<file path="src/rtl/next_queue_scroll_driver_pkg.sv">
// Shared types, panel geometry and palette for the next-piece preview panel.
package next_queue_scroll_driver_pkg;

  typedef enum logic [3:0] {
    TILE_BLANK   = 4'd0,
    TILE_I       = 4'd1,
    TILE_O       = 4'd2,
    TILE_T       = 4'd3,
    TILE_J       = 4'd4,
    TILE_L       = 4'd5,
    TILE_S       = 4'd6,
    TILE_Z       = 4'd7,
    TILE_GARBAGE = 4'd8
  } tile_type_t;

  localparam int NEXT_PIECES_COUNT = 5;
  localparam int NEXT_SLOT_ROWS    = 3;
  localparam int NEXT_SCROLL_STEP  = 4;

  localparam int TILE_HEIGHT = 20;
  localparam int TILE_WIDTH  = 20;
  localparam int NEXT_ROWS   = NEXT_SLOT_ROWS * NEXT_PIECES_COUNT + 2;
  localparam int NEXT_COLS   = 6;
  localparam int NEXT_VSTART = 40;
  localparam int NEXT_HSTART = 460;

  typedef logic [1:0] next_scroll_state_t;
  localparam next_scroll_state_t NEXT_IDLE    = 2'd0;
  localparam next_scroll_state_t NEXT_PENDING = 2'd1;
  localparam next_scroll_state_t NEXT_SCROLL  = 2'd2;

  localparam logic [23:0] TILE_BLANK_COLOR       = 24'h000000;
  localparam logic [23:0] TETROMINO_I_COLOR      = 24'h00FFFF;
  localparam logic [23:0] TETROMINO_O_COLOR      = 24'hFFFF00;
  localparam logic [23:0] TETROMINO_T_COLOR      = 24'h800080;
  localparam logic [23:0] TETROMINO_J_COLOR      = 24'h0000FF;
  localparam logic [23:0] TETROMINO_L_COLOR      = 24'hFFA500;
  localparam logic [23:0] TETROMINO_S_COLOR      = 24'h00FF00;
  localparam logic [23:0] TETROMINO_Z_COLOR      = 24'hFF0000;

  function automatic logic [23:0] color_of(input tile_type_t t);
    case (t)
      TILE_I:  return TETROMINO_I_COLOR;
      TILE_O:  return TETROMINO_O_COLOR;
      TILE_T:  return TETROMINO_T_COLOR;
      TILE_J:  return TETROMINO_J_COLOR;
      TILE_L:  return TETROMINO_L_COLOR;
      TILE_S:  return TETROMINO_S_COLOR;
      TILE_Z:  return TETROMINO_Z_COLOR;
      default: return TILE_BLANK_COLOR;
    endcase
  endfunction

endpackage

</file>
<file path="src/rtl/next_queue_scroll_driver_if.sv">
// Pixel/queue bus between the VGA top (master) and the next-queue driver (slave).
interface next_queue_scroll_driver_if #(
  parameter int NEXT_COUNT = next_queue_scroll_driver_pkg::NEXT_PIECES_COUNT
) ();
  logic [9:0]                              VGA_row;
  logic [9:0]                              VGA_col;
  logic                                    frame_start;
  logic                                    queue_shift;
  next_queue_scroll_driver_pkg::tile_type_t pieces_queue [NEXT_COUNT];
  logic [2:0]                              show_count;
  logic [23:0]                             output_color;
  logic                                    active;

  modport master (
    output VGA_row, VGA_col, frame_start, queue_shift, pieces_queue, show_count,
    input  output_color, active
  );

  modport slave (
    input  VGA_row, VGA_col, frame_start, queue_shift, pieces_queue, show_count,
    output output_color, active
  );
endinterface

</file>
<file path="src/rtl/next_queue_scroll_driver_render.sv">
// Tile coordinates of the four cells of a tetromino in orientation 0 placed at a slot origin.
module next_queue_scroll_driver_render
  import next_queue_scroll_driver_pkg::*;
#(
  parameter int TW = 5
) (
  input  tile_type_t           piece,
  input  logic [TW-1:0]        origin_r,
  input  logic [TW-1:0]        origin_c,
  output logic                 drawn,
  output logic [3:0][TW-1:0]   cell_r,
  output logic [3:0][TW-1:0]   cell_c
);
  logic [3:0][1:0] dr;
  logic [3:0][1:0] dc;

  // The I piece sits one row lower so it is vertically centred in its slot.
  always_comb begin
    drawn = 1'b1;
    dr    = '0;
    dc    = '0;
    case (piece)
      TILE_I: begin dr = {2'd1, 2'd1, 2'd1, 2'd1}; dc = {2'd3, 2'd2, 2'd1, 2'd0}; end
      TILE_O: begin dr = {2'd1, 2'd1, 2'd0, 2'd0}; dc = {2'd2, 2'd1, 2'd2, 2'd1}; end
      TILE_T: begin dr = {2'd1, 2'd0, 2'd0, 2'd0}; dc = {2'd1, 2'd2, 2'd1, 2'd0}; end
      TILE_J: begin dr = {2'd1, 2'd1, 2'd1, 2'd0}; dc = {2'd2, 2'd1, 2'd0, 2'd0}; end
      TILE_L: begin dr = {2'd1, 2'd1, 2'd1, 2'd0}; dc = {2'd2, 2'd1, 2'd0, 2'd2}; end
      TILE_S: begin dr = {2'd1, 2'd1, 2'd0, 2'd0}; dc = {2'd1, 2'd0, 2'd2, 2'd1}; end
      TILE_Z: begin dr = {2'd1, 2'd1, 2'd0, 2'd0}; dc = {2'd2, 2'd1, 2'd1, 2'd0}; end
      default: drawn = 1'b0;
    endcase
    for (int k = 0; k < 4; k++) begin
      cell_r[k] = origin_r + TW'(dr[k]);
      cell_c[k] = origin_c + TW'(dc[k]);
    end
  end
endmodule

</file>
<file path="src/rtl/next_queue_scroll_driver.sv">
// Next-piece preview panel: scroll FSM plus a 2-stage pixel pipeline (tile/hit lookup, then colour).
module next_queue_scroll_driver
  import next_queue_scroll_driver_pkg::*;
#(
  parameter int NEXT_COUNT  = NEXT_PIECES_COUNT,
  parameter int SLOT_ROWS   = NEXT_SLOT_ROWS,
  parameter int SCROLL_STEP = NEXT_SCROLL_STEP
) (
  input  logic                     clk,
  input  logic                     rst,
  next_queue_scroll_driver_if.slave bus
);
  localparam int         TW          = 5;
  localparam int         SLOT_PX     = SLOT_ROWS * TILE_HEIGHT;
  localparam logic [9:0] OFFSET_LOAD = 10'(SLOT_PX - SCROLL_STEP);
  localparam logic [9:0] STEP        = 10'(SCROLL_STEP);

  function automatic logic [3:0] clamp_count(input logic [2:0] req);
    if (req == 3'd0) return 4'd1;
    if (int'(req) > NEXT_COUNT) return 4'(NEXT_COUNT);
    return {1'b0, req};
  endfunction

  next_scroll_state_t state_q, state_d;
  logic [9:0]         offset_q, offset_d;

  logic                    vld_p1_q, vld_p1_d, vld_p2_q, vld_p2_d;
  logic [NEXT_COUNT-1:0]   hit_p1_q, hit_p1_d;
  tile_type_t              sel_type_p1_q, sel_type_p1_d;
  logic                    in_panel_p1_q, in_panel_p1_d, in_panel_p2_q, in_panel_p2_d;
  logic [23:0]             color_p2_q, color_p2_d;

  logic signed [11:0] row_rel, col_rel, look_row;
  logic [TW-1:0]      tile_r, tile_c;
  logic               row_ok, col_ok;
  logic [3:0]         eff_count;

  logic                  slot_drawn [NEXT_COUNT];
  logic [3:0][TW-1:0]    cell_r     [NEXT_COUNT];
  logic [3:0][TW-1:0]    cell_c     [NEXT_COUNT];

  // Offset only moves on frame_start so a frame is never drawn with two offsets.
  always_comb begin
    state_d  = state_q;
    offset_d = offset_q;
    if (bus.queue_shift && bus.frame_start) begin
      state_d  = NEXT_SCROLL;
      offset_d = OFFSET_LOAD;
    end else if (bus.queue_shift) begin
      state_d = NEXT_PENDING;
    end else if (bus.frame_start) begin
      case (state_q)
        NEXT_PENDING: begin state_d = NEXT_SCROLL; offset_d = OFFSET_LOAD; end
        NEXT_SCROLL: begin
          offset_d = offset_q - STEP;
          if (offset_q <= STEP) begin state_d = NEXT_IDLE; offset_d = '0; end
        end
        default: ;
      endcase
    end
  end

  for (genvar i = 0; i < NEXT_COUNT; i++) begin : g_slot
    next_queue_scroll_driver_render #(.TW(TW)) u_render (
      .piece    (bus.pieces_queue[i]),
      .origin_r (TW'(SLOT_ROWS * i + 2)),
      .origin_c (TW'(2)),
      .drawn    (slot_drawn[i]),
      .cell_r   (cell_r[i]),
      .cell_c   (cell_c[i])
    );
  end

  // ---- stage 1: panel test, tile index by range comparators, per-slot hit
  always_comb begin
    eff_count     = clamp_count(bus.show_count);
    row_rel       = $signed({2'b00, bus.VGA_row}) - $signed(12'(NEXT_VSTART));
    col_rel       = $signed({2'b00, bus.VGA_col}) - $signed(12'(NEXT_HSTART));
    look_row      = row_rel - $signed({2'b00, offset_q});
    in_panel_p1_d = (row_rel >= 0) && (row_rel < $signed(12'(NEXT_ROWS * TILE_HEIGHT))) &&
                    (col_rel >= 0) && (col_rel < $signed(12'(NEXT_COLS * TILE_WIDTH)));
    tile_r = '0;
    tile_c = '0;
    row_ok = 1'b0;
    col_ok = 1'b0;
    for (int k = 0; k < NEXT_ROWS; k++)
      if (look_row >= $signed(12'(k * TILE_HEIGHT)) && look_row < $signed(12'((k + 1) * TILE_HEIGHT))) begin
        tile_r = TW'(k);
        row_ok = 1'b1;
      end
    for (int k = 0; k < NEXT_COLS; k++)
      if (col_rel >= $signed(12'(k * TILE_WIDTH)) && col_rel < $signed(12'((k + 1) * TILE_WIDTH))) begin
        tile_c = TW'(k);
        col_ok = 1'b1;
      end
    hit_p1_d      = '0;
    sel_type_p1_d = TILE_BLANK;
    for (int i = 0; i < NEXT_COUNT; i++)
      if (slot_drawn[i] && (4'(i) < eff_count) && row_ok && col_ok && in_panel_p1_d)
        for (int k = 0; k < 4; k++)
          if (cell_r[i][k] == tile_r && cell_c[i][k] == tile_c) hit_p1_d[i] = 1'b1;
    for (int i = NEXT_COUNT - 1; i >= 0; i--)
      if (hit_p1_d[i]) sel_type_p1_d = bus.pieces_queue[i];
    vld_p1_d = 1'b1;
  end

  // ---- stage 2: colour lookup
  always_comb begin
    color_p2_d    = (|hit_p1_q) ? color_of(sel_type_p1_q) : TILE_BLANK_COLOR;
    in_panel_p2_d = in_panel_p1_q;
    vld_p2_d      = vld_p1_q;
  end

  always_ff @(posedge clk) begin
    if (rst) begin
      state_q  <= NEXT_IDLE;
      offset_q <= '0;
      vld_p1_q <= 1'b0;
      vld_p2_q <= 1'b0;
    end else begin
      state_q  <= state_d;
      offset_q <= offset_d;
      vld_p1_q <= vld_p1_d;
      vld_p2_q <= vld_p2_d;
    end
  end

  always_ff @(posedge clk) begin
    hit_p1_q      <= hit_p1_d;
    sel_type_p1_q <= sel_type_p1_d;
    in_panel_p1_q <= in_panel_p1_d;
    color_p2_q    <= color_p2_d;
    in_panel_p2_q <= in_panel_p2_d;
  end

  assign bus.output_color = vld_p2_q ? color_p2_q : TILE_BLANK_COLOR;
  assign bus.active       = vld_p2_q & in_panel_p2_q;

endmodule

</file>
<file path="src/flat_wrapper.sv">
// flat-port wrapper written by rule: the top's interface ports become plain ports
module next_queue_scroll_driver_flat import next_queue_scroll_driver_pkg::*;
#(
  parameter int NEXT_COUNT  = NEXT_PIECES_COUNT,
  parameter int SLOT_ROWS   = NEXT_SLOT_ROWS,
  parameter int SCROLL_STEP = NEXT_SCROLL_STEP
)
  (clk, rst, bus_VGA_row, bus_VGA_col, bus_frame_start, bus_queue_shift, bus_pieces_queue, bus_show_count, bus_output_color, bus_active);
  next_queue_scroll_driver_if #(.NEXT_COUNT(NEXT_COUNT)) bus_i ();
  input  logic clk;
  input  logic rst;
  input wire logic [$bits(bus_i.VGA_row)-1:0] bus_VGA_row;
  input wire logic [$bits(bus_i.VGA_col)-1:0] bus_VGA_col;
  input wire logic [$bits(bus_i.frame_start)-1:0] bus_frame_start;
  input wire logic [$bits(bus_i.queue_shift)-1:0] bus_queue_shift;
  input wire logic [$bits(bus_i.pieces_queue)-1:0] bus_pieces_queue;
  input wire logic [$bits(bus_i.show_count)-1:0] bus_show_count;
  output wire logic [$bits(bus_i.output_color)-1:0] bus_output_color;
  output wire logic [$bits(bus_i.active)-1:0] bus_active;
  assign bus_i.VGA_row = bus_VGA_row;
  assign bus_i.VGA_col = bus_VGA_col;
  assign bus_i.frame_start = bus_frame_start;
  assign bus_i.queue_shift = bus_queue_shift;
  assign bus_i.pieces_queue = {>>{bus_pieces_queue}};
  assign bus_i.show_count = bus_show_count;
  assign bus_output_color = bus_i.output_color;
  assign bus_active = bus_i.active;
  next_queue_scroll_driver #(.NEXT_COUNT(NEXT_COUNT), .SLOT_ROWS(SLOT_ROWS), .SCROLL_STEP(SCROLL_STEP)) u_core (.clk(clk), .rst(rst), .bus(bus_i));
endmodule
</file>
<file path="config.mk">
export PLATFORM = sky130hd
export DESIGN_NAME = next_queue_scroll_driver_flat
export DESIGN_NICKNAME = d
export VERILOG_FILES = /design/src/rtl/next_queue_scroll_driver_pkg.sv /design/src/rtl/next_queue_scroll_driver_if.sv /design/src/rtl/next_queue_scroll_driver_render.sv /design/src/rtl/next_queue_scroll_driver.sv /design/src/flat_wrapper.sv
export SDC_FILE = /design/constraint.sdc
export NUM_CORES = 1
export LEC_CHECK = 0
export CAP_MARGIN = 25
export CORE_UTILIZATION = 30
export DETAILED_ROUTE_END_ITERATION = 10
export SLEW_MARGIN = 20
export SYNTH_ARGS = -nofsm -noshare
export SYNTH_HDL_FRONTEND = slang
export SYNTH_SLANG_ARGS = --single-unit
</file>
<file path="constraint.sdc">
create_clock -name clk -period 7.2 [get_ports clk]
set_clock_uncertainty 0.2 [all_clocks]
set_input_delay 2.16 -clock clk [delete_from_list [all_inputs] [get_ports clk]]
set_output_delay 2.16 -clock clk [all_outputs]
set_load 0.05 [all_outputs]
</file>
Yosys cells after proc, flatten, opt, wreduce, memory -nomap -nowiden:

Cells that the tools add are included.

* register bits after elaboration: 49
* latch bits: 0
* bits in writable memories: 0
* bits in read-only memories: 0
* input bits: 47
* logic and storage cells: 405
* memories: 0

* $add $sub $neg: 44
* $mul: 0
* divide/modulo/power cells: 0
* order comparisons: 56
* equality and inequality tests: 87
* shift operators: 0
* multiplexer cells: 109
* bitwise logic cells: 2
* reductions and logical operators: 96

Operators with widths (number)
* $pmux 8 s7: 5
* $pmux 24 s7: 1
* $pmux 7 s4: 5
* $eq 4x3->1 const B: 24
* $add 2x2->3 const A: 24
* $ge 12x9->1 const B: 6
* $lt 12x9->1 const B: 6
* $eq 5x5->1: 14
* $mux 4: 17
* $logic_and 1x1->1: 67
* $add 4x2->5 const A: 12
* $eq 3x3->1: 20
* $lt 12x10->1 const B: 5
* $mux 1: 59
* $eq 4x2->1 const B: 12
* $ge 12x10->1 const B: 4
* $ge 12x8->1 const B: 3
* $lt 12x8->1 const B: 3
* $reduce_or 7->1: 5
* $ge 11x1->1 const B: 3
* $lt 11x8->1 const B: 3
* $eq 4x1->1 const B: 6
* $ge 12x7->1 const B: 2
* $lt 12x7->1 const B: 2
* other kinds (44): 86

Logic depth before layout (Yosys ltp):

* depth after elaboration: 32
* depth in mapped cells: 18
* gate-level depth less buffers: 18

Cells and area by module:

From an unflattened synthesis, not the netlist that was laid out.

* cells, all modules: 1410
* area, all modules: 10677.7 um2

Modules (own cells, without submodules)
* next_queue_scroll_driver: instances 1, cells each 877, area an instance 6412.4 um2
* next_queue_scroll_driver_render (u_core.g_slot[0].u_render ...): instances 4, cells each 106, area an instance 849.6 um2
* next_queue_scroll_driver_render (u_core.g_slot[4].u_render): instances 1, cells each 109, area an instance 867.1 um2

Least setup slack after synthesis:

OpenSTA, ideal clock, no wires.

* kind: input port to flip-flop
* start: input port bus_VGA_row[3]
* end: register u_core.sel_type_p1_q[1]
* library setup time: 78 ps
* data arrival time: 5779 ps
* data required time: 6922 ps
* slack: 1143 ps
* cell stages on the path: 18
* buffers on the path: 0
* cell sequence: inv_1 > ha_1 > nor2b_1 > or3_1 > nor2_1 > xor2_1 > ha_1 > nand2_1 > nor2_1 > a21boi_1 > o211ai_2 > or4b_1 > a32oi_1 > o221a_4 > a221oi_2 > or4b_1 > o41a_1 > a32oi_1

* longest elaborated chain between the ends: 32
* elaborated cells on any way between the ends: 176
* classes of those cells: 2 x add/sub; 36 x order compare; 20 x eq/ne; 63 x mux; 55 x reduce/logical

RTL lines
* start: declaration: RTL line flat_wrapper.sv:12 `input wire logic [$bits(bus_i.VGA_row)-1:0] bus_VGA_row;`
* $sub 10x6->11 (*): RTL line next_queue_scroll_driver.sv:77 `row_rel = $signed({2'b00, bus.VGA_row}) - $signed(12'(NEXT_VSTART));`
* $sub 11x11->12: RTL line next_queue_scroll_driver.sv:79 `look_row = row_rel - $signed({2'b00, offset_q});`
* $ge 12x6->1 or $lt 12x7->1 (tied branches): RTL line next_queue_scroll_driver.sv:87 `if (look_row >= $signed(12'(k * TILE_HEIGHT)) && look_row < $signed(12'((k + 1) * TILE_HEIGHT))) begin`
* $logic_and 1x1->1: RTL line next_queue_scroll_driver.sv:87
* $mux 1: RTL line next_queue_scroll_driver.sv:87
* $mux 2 (2 in a row): RTL line next_queue_scroll_driver.sv:87
* $mux 3 (4 in a row): RTL line next_queue_scroll_driver.sv:87
* $mux 4 (8 in a row): RTL line next_queue_scroll_driver.sv:87
* $mux 5: RTL line next_queue_scroll_driver.sv:87
* $eq 5x5->1: RTL line next_queue_scroll_driver.sv:101 `if (cell_r[i][k] == tile_r && cell_c[i][k] == tile_c) hit_p1_d[i] = 1'b1;`
* $logic_and 1x1->1: RTL line next_queue_scroll_driver.sv:101
* $mux 1 (4 in a row): RTL line next_queue_scroll_driver.sv:101
* $mux 1: RTL line next_queue_scroll_driver.sv:99 `if (slot_drawn[i] && (4'(i) < eff_count) && row_ok && col_ok && in_panel_p1_d)`
* $mux 4 (4 in a row): RTL line next_queue_scroll_driver.sv:103 `if (hit_p1_d[i]) sel_type_p1_d = bus.pieces_queue[i];`
* $mux 4 (*): RTL line next_queue_scroll_driver.sv:103
* net u_core.sel_type_p1_d[1]: RTL line next_queue_scroll_driver.sv:29 `tile_type_t sel_type_p1_q, sel_type_p1_d;`
* end signal: assignment: RTL line next_queue_scroll_driver.sv:130 `sel_type_p1_q <= sel_type_p1_d;`
* end: declaration: RTL line next_queue_scroll_driver.sv:29

The timed path passes the listed nets; every way through them passes the cells marked *.
A chain may end at the register's enable or synchronous reset.

Worst setup path in the final report:

Ends and elaborated chain as after synthesis.

==> metrics.yaml <==
outcome:
  outcome: "finished clean"
synthesis:
  synthesis.instances: 688
  ys_seq_elements: 31
  synth_edf_count: 0
  synth_area_leaders: "dfxtp_1 13%, nor2_1 5.8%, ha_1 5.0%, o21ai_0 4.8%, nand2_1 4.3%"
  yosysUniqueCellTypes: 102
  postSynth.asyncResetShare_pct: 0
  synth_adder_area_share_pct: 5.59
  yosysTopAreaCellShare_pct: 13.0
  synth_most_common_cell: "nor2_1"
  yosysTopAreaCell: "dfxtp_1"
  synth_area_mm2: 0.00479
  synth_top_family_by_area: "compound AO/OA/AOI/OAI gates"
  synth_compound_area_share_pct: 33.5
  yosysSeqAreaShare_pct: 13.0
  synth_area_per_cell_um2: 6.96
  synthSimpleGateAreaFrac_pct: 31.3
  netlist_top_cells_count: "74 x nor2_1, 55 x nand2_1, 46 x o21ai_0"
  yosysWarnings: 0
  muxShareOfSynthArea_pct: 1.75
  synthFlopType: "dfxtp_1"
  synth_xor_area_share_pct: 5.46
  syn_nets: 755
placed_design:
  gp_congestion: 0.893
  io_buffers: 71
  place_area_mm2: 0.00551
  dp_hpwl_um: 10800
global_route:
  grt_overflow: 0
  track_usage_pct: 17.3
  grt_first_pass_wirelength_um: 23500
  grt_pass1_vias: 4827
  antenna_found_initial: 0
  grt_max_degree: 19
floorplanning:
  fp.dieW_um: 128
  die_y_um: 128
  core_area_mm2: 0.0154
  start_util_pct: 31.1
  rows: 45
  dieArea_mm2: 0.0165
  ios: 72
sta:
  fmax_mhz: 147
  maxSlewViolCount: 0
  fin_crit_sh_pct: 94.5
  tightest_slew_ns: 0.642
  hold_violations: 0
  fin_tns_setup_ns: 0
  hold-worst-slack_ns: 0.133
  rsz0062_at_grt: "false"
  min_period_ns: 6.81
  setup_viol: 0
  slew_headroom_pct: 56.8
routing:
  wire_per_inst_um: 15.1
  drc: 0
  vias_per_cell: 5.66
  first_pass_iters: 5
  first_iter_violations: 530
  drt_wl_total_um: 14100
  num_vias: 5272
  antenna_left: 0
power:
  power_frac_seq_pct: 22.8
  clockPowerShare_pct: 25.0
  power.switching_uw: 324
  power-per-cell-area_mw_per_mm2: 139
  p_sw_share_pct: 41.3
  p_leak_uw: 0.00204
  ir_worst_vdd_mv: 0.0987
  p_int_uw: 461
  combPwrFrac_pct: 52.2
cts:
  clk_latency_ns: 0.27
  post_cts_buffers: 0
  postCtsHoldBufs: 0
  cts_tree: "yes"
  cts_buffers: 5
  path_clk_slew_ns: 0.05
  cts.path.max_buffers: 2
  root_buffer: "clkbuf_16"
  htree_levels: 2
  clkSinkCount: 31
  ctsResizeCount: 0
cells_and_area:
  multi_input_area_mm2: 0.00373
  fin_nets: 787
  design_area_mm2: 0.00565
  drive_gt1_share_pct: 6.24
  seq_area_um2: 621
  area_growth_pct: 18.1
  n_antenna_cell: 0
  nFillCells: 1640
hold_path:
  min_path_type: "reg -> reg"
job:
  maxCapViolCount: 0
worst_setup_path:
  endpoint_kind: "flop"
  startpoint_type: "input port"
  crit_arrival_ns: 6.79
  cp_max_fo: 7
  cp.required_ns: 7.19
  crit_type: "in -> reg"
## routing by layer
| metal | track usage [%] | share of wire [%] |
|---|---|---|
| met3 | 1.50 | 6.4 |
| met1 | 23.8 | 46 |
| met2 | 29.0 | 46 |
| met5 | 0 | 0 |
| met4 | 3.94 | 1.0 |
## metrics by stage
step	setup WS, ns	std cells	utilization, %	total power, µW
floorplan	1.14	688	-	482
global placement	0.358	924	35.8	586
detailed placement	0.180	924	35.8	583
CTS	0.424	932	36.7	784
global route	0.0158	932	36.8	843
finish	0.394	932	36.8	786
## worst max-delay path: stages
cell	delay, ns
clkdlybuf4s50_1	0.49
inv_1	0.07
ha_1	0.22
nor2b_1	0.22
or3_1	0.21
nand2_1	0.09
ha_1	0.39
a21oi_1	0.35
a21oi_1	0.14
o31ai_1	0.59
nor2_1	0.17
a32oi_1	0.59
a221oi_2	0.19
or4b_1	0.57
o41a_1	0.13
a32oi_1	0.21
## power groups by stage
stage,logic (µW),registers [µW],clock network (µW)
floorplan,300,182,0
global placement,403,183,0
detailed placement,400,183,0
CTS,403,179,202
global route,453,180,210
finish,410,179,196
## final cells by class
cell class                 count  share of cell area [%]
clock inverter                 1                  0.0885
clock buffer                   7                    2.35
inverter                      42                    2.79
tap                          211                    4.67
timing repair buffer          76                    13.2
multi-input combinational    564                    65.9
sequential                    31                    11.0
## cells by family (layout without fill, tap and decap cells)
group	Yosys count	after routing
mux	8	8
buf+inv	93	126
compound gates	215	215
simple gates	290	290
fa+ha+maj	21	21
flops	31	31
xor+xnor	29	29
other cells	1	1
## path summary, 6_finish.rpt
check                            endpoint  slack, ns  cells after the start            startpoint
setup reg to reg  u_core.sel_type_p1_q[1]       2.85                     13    u_core.offset_q[0]
setup / recovery  u_core.sel_type_p1_q[1]       0.39                     16        bus_VGA_row[3]
hold reg to reg      u_core.in_panel_p2_q       0.13                      0  u_core.in_panel_p1_q
hold / removal       u_core.in_panel_p2_q       0.13                      0  u_core.in_panel_p1_q
## flip-flops by register name, summed over array words and instances (netlist names), 2 cells and up
name and cells:
u_core.color_p2_q 6, u_core.sel_type_p1_q 4, u_core.state_q 2, u_core.hit_p1_q 5, u_core.offset_q 10
## layout by cell type (no fill, tap or decap), types with 5 or more instances in the layout
cell type        count
a211o_1              8
a211oi_1            11
a21oi_1             40
a22oi_1              6
a31oi_1             11
a32oi_1              6
and2_1              15
and3_1               5
buf_4                5
clkbuf_16            5
clkdlybuf4s50_1     71
dfxtp_1             31
ha_1                19
inv_1               41
mux2i_1              5
nand2_1             55
nand2b_1            12
nand3_1             26
nand4_1              6
nor2_1              74
nor2b_1             11
nor3_1              36
nor3b_1              5
nor4_1               7
o2111ai_1            5
o211ai_1             9
o21ai_0             46
o22ai_1              7
o31ai_1              5
or3_1                8
xnor2_1             23
xor2_1               5
No activity file was read; power rests on OpenSTA's default activity.
